<file path="src/rtl/calc_entry_sequencer_pkg.sv">
// Shared types for the calculator entry sequencer: FSM states, operator codes, widths.
package calc_pkg;

  localparam int OPERAND_W_DEF = 5;
  localparam int RESULT_W      = 8;

  typedef enum logic [2:0] {
    S_A    = 3'd0,
    S_B    = 3'd1,
    S_OP   = 3'd2,
    S_CALC = 3'd3,
    S_SHOW = 3'd4
  } state_t;

  typedef enum logic [1:0] {
    OP_ADD = 2'b00,
    OP_SUB = 2'b01,
    OP_MUL = 2'b10,
    OP_DIV = 2'b11
  } op_t;

endpackage

</file>
<file path="src/rtl/calc_entry_sequencer_debounce.sv">
// btn_debounce: 2-flop synchronizer, stability counter and one-cycle press pulse
// on each accepted rising edge of a raw async button.
module btn_debounce #(
  parameter int DEBOUNCE_CYCLES = 500000
) (
  input  logic clk,
  input  logic rst,
  input  logic btn,
  output logic press
);

  localparam int CW = $clog2(DEBOUNCE_CYCLES + 1);

  logic          sync_p0;
  logic          sync_p1;
  logic          level;
  logic [CW-1:0] cnt;

  always_ff @(posedge clk or negedge rst) begin
    if (!rst) begin
      sync_p0 <= 1'b0;
      sync_p1 <= 1'b0;
      level   <= 1'b0;
      cnt     <= '0;
      press   <= 1'b0;
    end else begin
      sync_p0 <= btn;
      sync_p1 <= sync_p0;
      press   <= 1'b0;
      // Any return to the accepted level restarts the stability window.
      if (sync_p1 == level) begin
        cnt <= '0;
      end else if (cnt == CW'(DEBOUNCE_CYCLES - 1)) begin
        level <= sync_p1;
        cnt   <= '0;
        press <= sync_p1;
      end else begin
        cnt <= cnt + CW'(1);
      end
    end
  end

endmodule

</file>
<file path="src/rtl/calc_entry_sequencer.sv">
// calc_entry_sequencer: operand/operator entry FSM with calculator start/done handshake and timeout.
// Optional macro CALC_CHAIN_EN: ENTER in S_SHOW reloads operand_a from the result for chaining.
module calc_entry_sequencer
  import calc_pkg::*;
#(
  parameter int DEBOUNCE_CYCLES = 500000,
  parameter int TIMEOUT_CYCLES  = 1024,
  parameter int OPERAND_W       = OPERAND_W_DEF
) (
  input  logic                 clk,
  input  logic                 rst,
  input  logic [OPERAND_W-1:0] sw_data,
  input  logic                 btn_enter,
  input  logic                 btn_clear,
  input  logic [RESULT_W-1:0]  result,
  input  logic                 sign,
  input  logic                 calc_done,
  output logic [OPERAND_W-1:0] operand_a,
  output logic [OPERAND_W-1:0] operand_b,
  output logic [1:0]           operator,
  output logic                 calc_start,
  output logic                 result_valid,
  output logic                 calc_error,
  output logic [2:0]           state_code
);

  localparam int TW = $clog2(TIMEOUT_CYCLES + 1);

  state_t               state, state_nxt;
  logic                 enter_p, clear_p;
  logic [TW-1:0]        tmo_cnt;
  logic                 tmo_hit;
  logic [OPERAND_W-1:0] a_nxt, b_nxt;
  logic [1:0]           op_nxt;
  logic                 start_nxt, rv_nxt, err_nxt;

  btn_debounce #(.DEBOUNCE_CYCLES(DEBOUNCE_CYCLES)) u_db_enter (
    .clk(clk), .rst(rst), .btn(btn_enter), .press(enter_p)
  );

  btn_debounce #(.DEBOUNCE_CYCLES(DEBOUNCE_CYCLES)) u_db_clear (
    .clk(clk), .rst(rst), .btn(btn_clear), .press(clear_p)
  );

`ifdef CALC_CHAIN_EN
  logic chain_fit;
  assign chain_fit = !sign && (result[RESULT_W-1:OPERAND_W] == '0);
`else
  logic unused_ok;
  assign unused_ok = ^{sign, result};
`endif

  assign tmo_hit    = (tmo_cnt == TW'(TIMEOUT_CYCLES - 1));
  assign state_code = state;

  always_ff @(posedge clk or negedge rst) begin
    if (!rst) state <= S_A;
    else      state <= state_nxt;
  end

  always_comb begin
    state_nxt = state;
    if (clear_p) begin
      state_nxt = S_A;
    end else begin
      case (state)
        S_A:    if (enter_p) state_nxt = S_B;
        S_B:    if (enter_p) state_nxt = S_OP;
        S_OP:   if (enter_p) state_nxt = S_CALC;
        S_CALC: if (calc_done || tmo_hit) state_nxt = S_SHOW;
        S_SHOW: begin
          if (enter_p) begin
            state_nxt = S_A;
`ifdef CALC_CHAIN_EN
            if (result_valid && !calc_error && chain_fit) state_nxt = S_B;
`endif
          end
        end
        default: state_nxt = S_A;
      endcase
    end
  end

  always_comb begin
    a_nxt     = operand_a;
    b_nxt     = operand_b;
    op_nxt    = operator;
    rv_nxt    = result_valid;
    err_nxt   = calc_error;
    start_nxt = 1'b0;
    if (clear_p) begin
      a_nxt   = '0;
      b_nxt   = '0;
      op_nxt  = OP_ADD;
      rv_nxt  = 1'b0;
      err_nxt = 1'b0;
    end else begin
      case (state)
        S_A:  if (enter_p) a_nxt = sw_data;
        S_B:  if (enter_p) b_nxt = sw_data;
        S_OP: begin
          if (enter_p) begin
            op_nxt    = sw_data[1:0];
            start_nxt = 1'b1;
          end
        end
        // A completion arriving on the timeout cycle still counts as success.
        S_CALC: begin
          if (calc_done)    rv_nxt  = 1'b1;
          else if (tmo_hit) err_nxt = 1'b1;
        end
        S_SHOW: begin
          if (enter_p) begin
            rv_nxt  = 1'b0;
            err_nxt = 1'b0;
`ifdef CALC_CHAIN_EN
            if (result_valid && !calc_error) begin
              if (chain_fit) a_nxt   = result[OPERAND_W-1:0];
              else           err_nxt = 1'b1;
            end
`endif
          end
        end
        default: ;
      endcase
    end
  end

  always_ff @(posedge clk or negedge rst) begin
    if (!rst) begin
      operand_a    <= '0;
      operand_b    <= '0;
      operator     <= OP_ADD;
      calc_start   <= 1'b0;
      result_valid <= 1'b0;
      calc_error   <= 1'b0;
    end else begin
      operand_a    <= a_nxt;
      operand_b    <= b_nxt;
      operator     <= op_nxt;
      calc_start   <= start_nxt;
      result_valid <= rv_nxt;
      calc_error   <= err_nxt;
    end
  end

  // The counter only runs while staying in S_CALC, so it reads zero on every entry.
  always_ff @(posedge clk or negedge rst) begin
    if (!rst) begin
      tmo_cnt <= '0;
    end else if (state == S_CALC && state_nxt == S_CALC) begin
      if (!tmo_hit) tmo_cnt <= tmo_cnt + TW'(1);
    end else begin
      tmo_cnt <= '0;
    end
  end

endmodule
</file>
<file path="config.mk">
export PLATFORM = sky130hd
export DESIGN_NAME = calc_entry_sequencer
export DESIGN_NICKNAME = d
export VERILOG_FILES = /design/src/rtl/calc_entry_sequencer_pkg.sv /design/src/rtl/calc_entry_sequencer_debounce.sv /design/src/rtl/calc_entry_sequencer.sv
export SDC_FILE = /design/constraint.sdc
export NUM_CORES = 1
export LEC_CHECK = 0
export CAP_MARGIN = 20
export CORE_ASPECT_RATIO = 1.25
export CORE_UTILIZATION = 60
export DETAILED_ROUTE_END_ITERATION = 8
export GPL_TIMING_DRIVEN = 0
export PLACE_DENSITY = 0.84
export RECOVER_POWER = 25
export REMOVE_ABC_BUFFERS = 1
export SLEW_MARGIN = 20
export SYNTH_ARGS = -nofsm -noshare
export SYNTH_HDL_FRONTEND = slang
export SYNTH_SLANG_ARGS = --single-unit
</file>
<file path="constraint.sdc">
create_clock -name clk -period 5.6 [get_ports clk]
set_input_delay 1.4 -clock clk [delete_from_list [all_inputs] [get_ports clk]]
set_output_delay 1.4 -clock clk [all_outputs]
set_load 0.005 [all_outputs]
</file>
==> metrics.txt <==
status completed; Critical-path top delay cell clkdlybuf4s50_1; Antenna Cells 0; Slew headroom 4.86%; Critical Path Sink Type output pin; sequential share of power between 50 and 60%; IO Pins 37; Final Non-Filler Cells between 400 and 500; number of synthesized register bits 75; Placed Area 3820 um^2; Port Buffers 27; final hold vios 0; DRC Markers 0; Placed Cells 424; H-tree Lvls 3; WP data arrival 1.40 ns; fill cell count 402; Mapped Avg Cell Area 10.3 um^2; cts hold-fix bufs 0; CTS tree yes; total power 1.03 mW; Reg clk slew, reported paths 0.07 ns; Detail Placement HPWL 4440 um; library cells used by synthesis 36; Placeable Area 5520 um^2; Synth-to-Final Area Change 16.2%; Gates resized, CTS repair 0; Gate Count Post-Synth 338; hold crit path type reg -> reg; ys flop type dfrtp_1; Starting Density a little over three fifths; fmax 0.357 GHz; Final Setup Violations 0; Post-Route WL 6610 um; crit-path cells clkdlybuf4s50_1; Power Dens Cells 256 nW/um^2; Net Switching 0.214 mW; DRT Pass-1 Iters 5; Total Nets Final 393; routed wire length per instance 15.0 um; gp weighted congestion 0.817; area of the mapped netlist 3470 um^2; Max clock buf depth 2; sequential area share after synthesis 54.1%; share of layout cells above drive strength 1 6.13%; die area ~6100 um^2; root cell of the clock tree clkbuf_8; WP data required 4.20 ns; initial antenna violation count 0; vias per cell 5.99; Post-synth EDFFs 0; Slew Viols, Final 0; Sw Ratio 20.8%; die span in y 87.0 um; RSZ-0062 raised after global routing false; maximum capacitance violations 0; Pint 0.817 mW; final setup TNS 0 ns; Die Span X around 70 um; global-route wire length before repair 11,600 um; vias in the first global route 2,579; Via Count 2,630; clk sinks 75; Period Utilization, post-route 50.1%; Combinational Power Share 3.0%; Slew @ Worst Pin about 1.4 ns; worst clock skew 0.00934 ns; multi-input combinational cell area ~1500 um^2; Storage cell area 1880 um^2; synth warn 0; CP peak stage delay 0.56 ns; Max FO, Critical Path 10; Design Area, Final 4030 um^2; Crit path max-delay family buffers and inverters; Period minus WS final 2.80 ns; critical path startpoint category flip-flop; Crit Path Class reg -> out; Congestion Overflow GR 0; clock latency on the worst-skew pair 0.34 ns; Total Routing Usage GR 24.5%; total CTS buffers 9; largest net degree at the start of global routing 52; worst path bufs/invs 1; post-route ant nets 0; Site Rows 30; drt first-iter violations 177; FFs w/ async S/R, synth 100%; leakage 1.60 nW; post-CTS setup buffers 0; Worst IR Drop VDD about 0.00020 V; Fin Hold WS 0.359 ns; Clock Power Share 43.4%
## Yosys cell counts (2+ instances only)
| master | instances | area (um^2) |
|---|---|---|
| nor3b_1 | 2 | 15.0 |
| o21ai_0 | 5 | 25.0 |
| mux2i_1 | 17 | 170 |
| nand2b_1 | 3 | 18.8 |
| dfrtp_1 | 75 | 1880 |
| a21oi_1 | 8 | 40.0 |
| nand2_1 | 18 | 67.6 |
| nor3_1 | 11 | 55.1 |
| inv_1 | 8 | 30.0 |
| nand3_1 | 18 | 90.1 |
| nand4_1 | 14 | 87.6 |
| xnor2_1 | 27 | 236 |
| xor2_1 | 11 | 96.3 |
| mux2_2 | 2 | 22.5 |
| nand3b_1 | 2 | 15.0 |
| or4_1 | 3 | 22.5 |
| nor4b_1 | 2 | 17.5 |
| and4_1 | 3 | 26.3 |
| clkbuf_1 | 5 | 18.8 |
| a311oi_1 | 3 | 26.3 |
| nor4_1 | 15 | 93.8 |
| nor2_1 | 68 | 255 |
| o31ai_1 | 2 | 15.0 |
| and3_1 | 2 | 12.5 |
| ha_1 | 3 | 37.5 |
## area by class of cell
| class | instances | share of cell area, % |
|---|---|---|
| timing repair buffer | 28 | 7.23 |
| sequential | 75 | 46.6 |
| multi-input combinational | 249 | 38.1 |
| clock buffer | 10 | 3.41 |
| inverter | 8 | 0.745 |
| clock inverter | 5 | 1.92 |
| tap | 64 | 1.99 |
## worst paths after layout
check | from | cells after the start | slack (ns) | endpoint
worst max-delay path | state_code[2] | 1 | 2.80 | state_code[2]
worst min-delay path | u_db_enter.sync_p0 | 0 | 0.36 | u_db_enter.sync_p1
worst max register to register | u_db_clear.cnt[11] | 4 | 3.36 | u_db_clear.level
worst min register to register | u_db_enter.sync_p0 | 0 | 0.36 | u_db_enter.sync_p1
max in group asynchronous | rst | 2 | 3.34 | u_db_clear.level
min in group asynchronous | rst | 1 | 1.37 | operand_b[3]
## kinds of logic (layout without fill, tap and decap cells)
kind of cell / count (synthesis) / count (layout) / synth area share [%]
adder cells (fa/ha/maj): 3 / 3 / 1.08
buffers and inverters: 14 / 51 / 1.73
flip-flops: 75 / 75 / 54.1
AO/OA/AOI/OAI: 21 / 21 / 3.97
AND/OR/NAND/NOR: 168 / 168 / 24.0
XOR/XNOR: 38 / 38 / 9.59
multiplexers: 19 / 19 / 5.55
## per-layer routing
| metal | up-vias | routed length [um] | GRT usage, % |
|---|---|---|---|
| li1 | 1255 | - | - |
| met1 | 1280 | 2880 | 31.3 |
| met2 | 80 | 3320 | 39.7 |
| met3 | 15 | 255 | 4.40 |
| met4 | 0 | 157 | 13.8 |
| met5 | - | 0 | 0 |
## placed cells by master (no fill, tap or decap), types with 5 or more instances in the layout
cell type	synthesis	final
clkbuf_8	0	10
nor2_1	68	68
nor3_1	11	11
clkdlybuf4s50_1	0	24
xor2_1	11	11
nand2_1	18	18
nand3_1	18	18
mux2i_1	17	17
dfrtp_1	75	75
xnor2_1	27	27
inv_1	8	8
nor4_1	15	15
a21oi_1	8	8
nand4_1	14	14
o21ai_0	5	5
## power groups by stage
stage,clock network [mW],registers [mW],logic [mW]
2_1_floorplan,0,0.561,0.00988
6_report,0.448,0.552,0.0312
3_5_place_dp,0,0.562,0.0323
5_1_grt,0.479,0.552,0.0362
3_3_place_gp,0,0.562,0.0296
4_1_cts,0.456,0.552,0.0326
## through the flow
| stage | util (%) | worst slack [ns] |
|---|---|---|
| final | 73.1 | 2.80 |
| after global routing | 73.1 | 2.72 |
| after CTS | 73.1 | 2.79 |
| after detailed placement | 69.2 | 2.45 |
| after global placement | 68.7 | 0.657 |
| after floorplan | - | 3.04 |
## state kept, by name (all words and copies together) (netlist names)
signal	count
calc_start	1
tmo_cnt	11
state_code	3
u_db_enter.sync_p0	1
u_db_enter.cnt	19
operator	2
u_db_clear.press	1
u_db_clear.sync_p0	1
operand_b	5
u_db_enter.sync_p1	1
result_valid	1
u_db_enter.level	1
u_db_clear.cnt	19
u_db_clear.level	1
u_db_clear.sync_p1	1
calc_error	1
operand_a	5
u_db_enter.press	1
(Power assumes the default switching activity.)
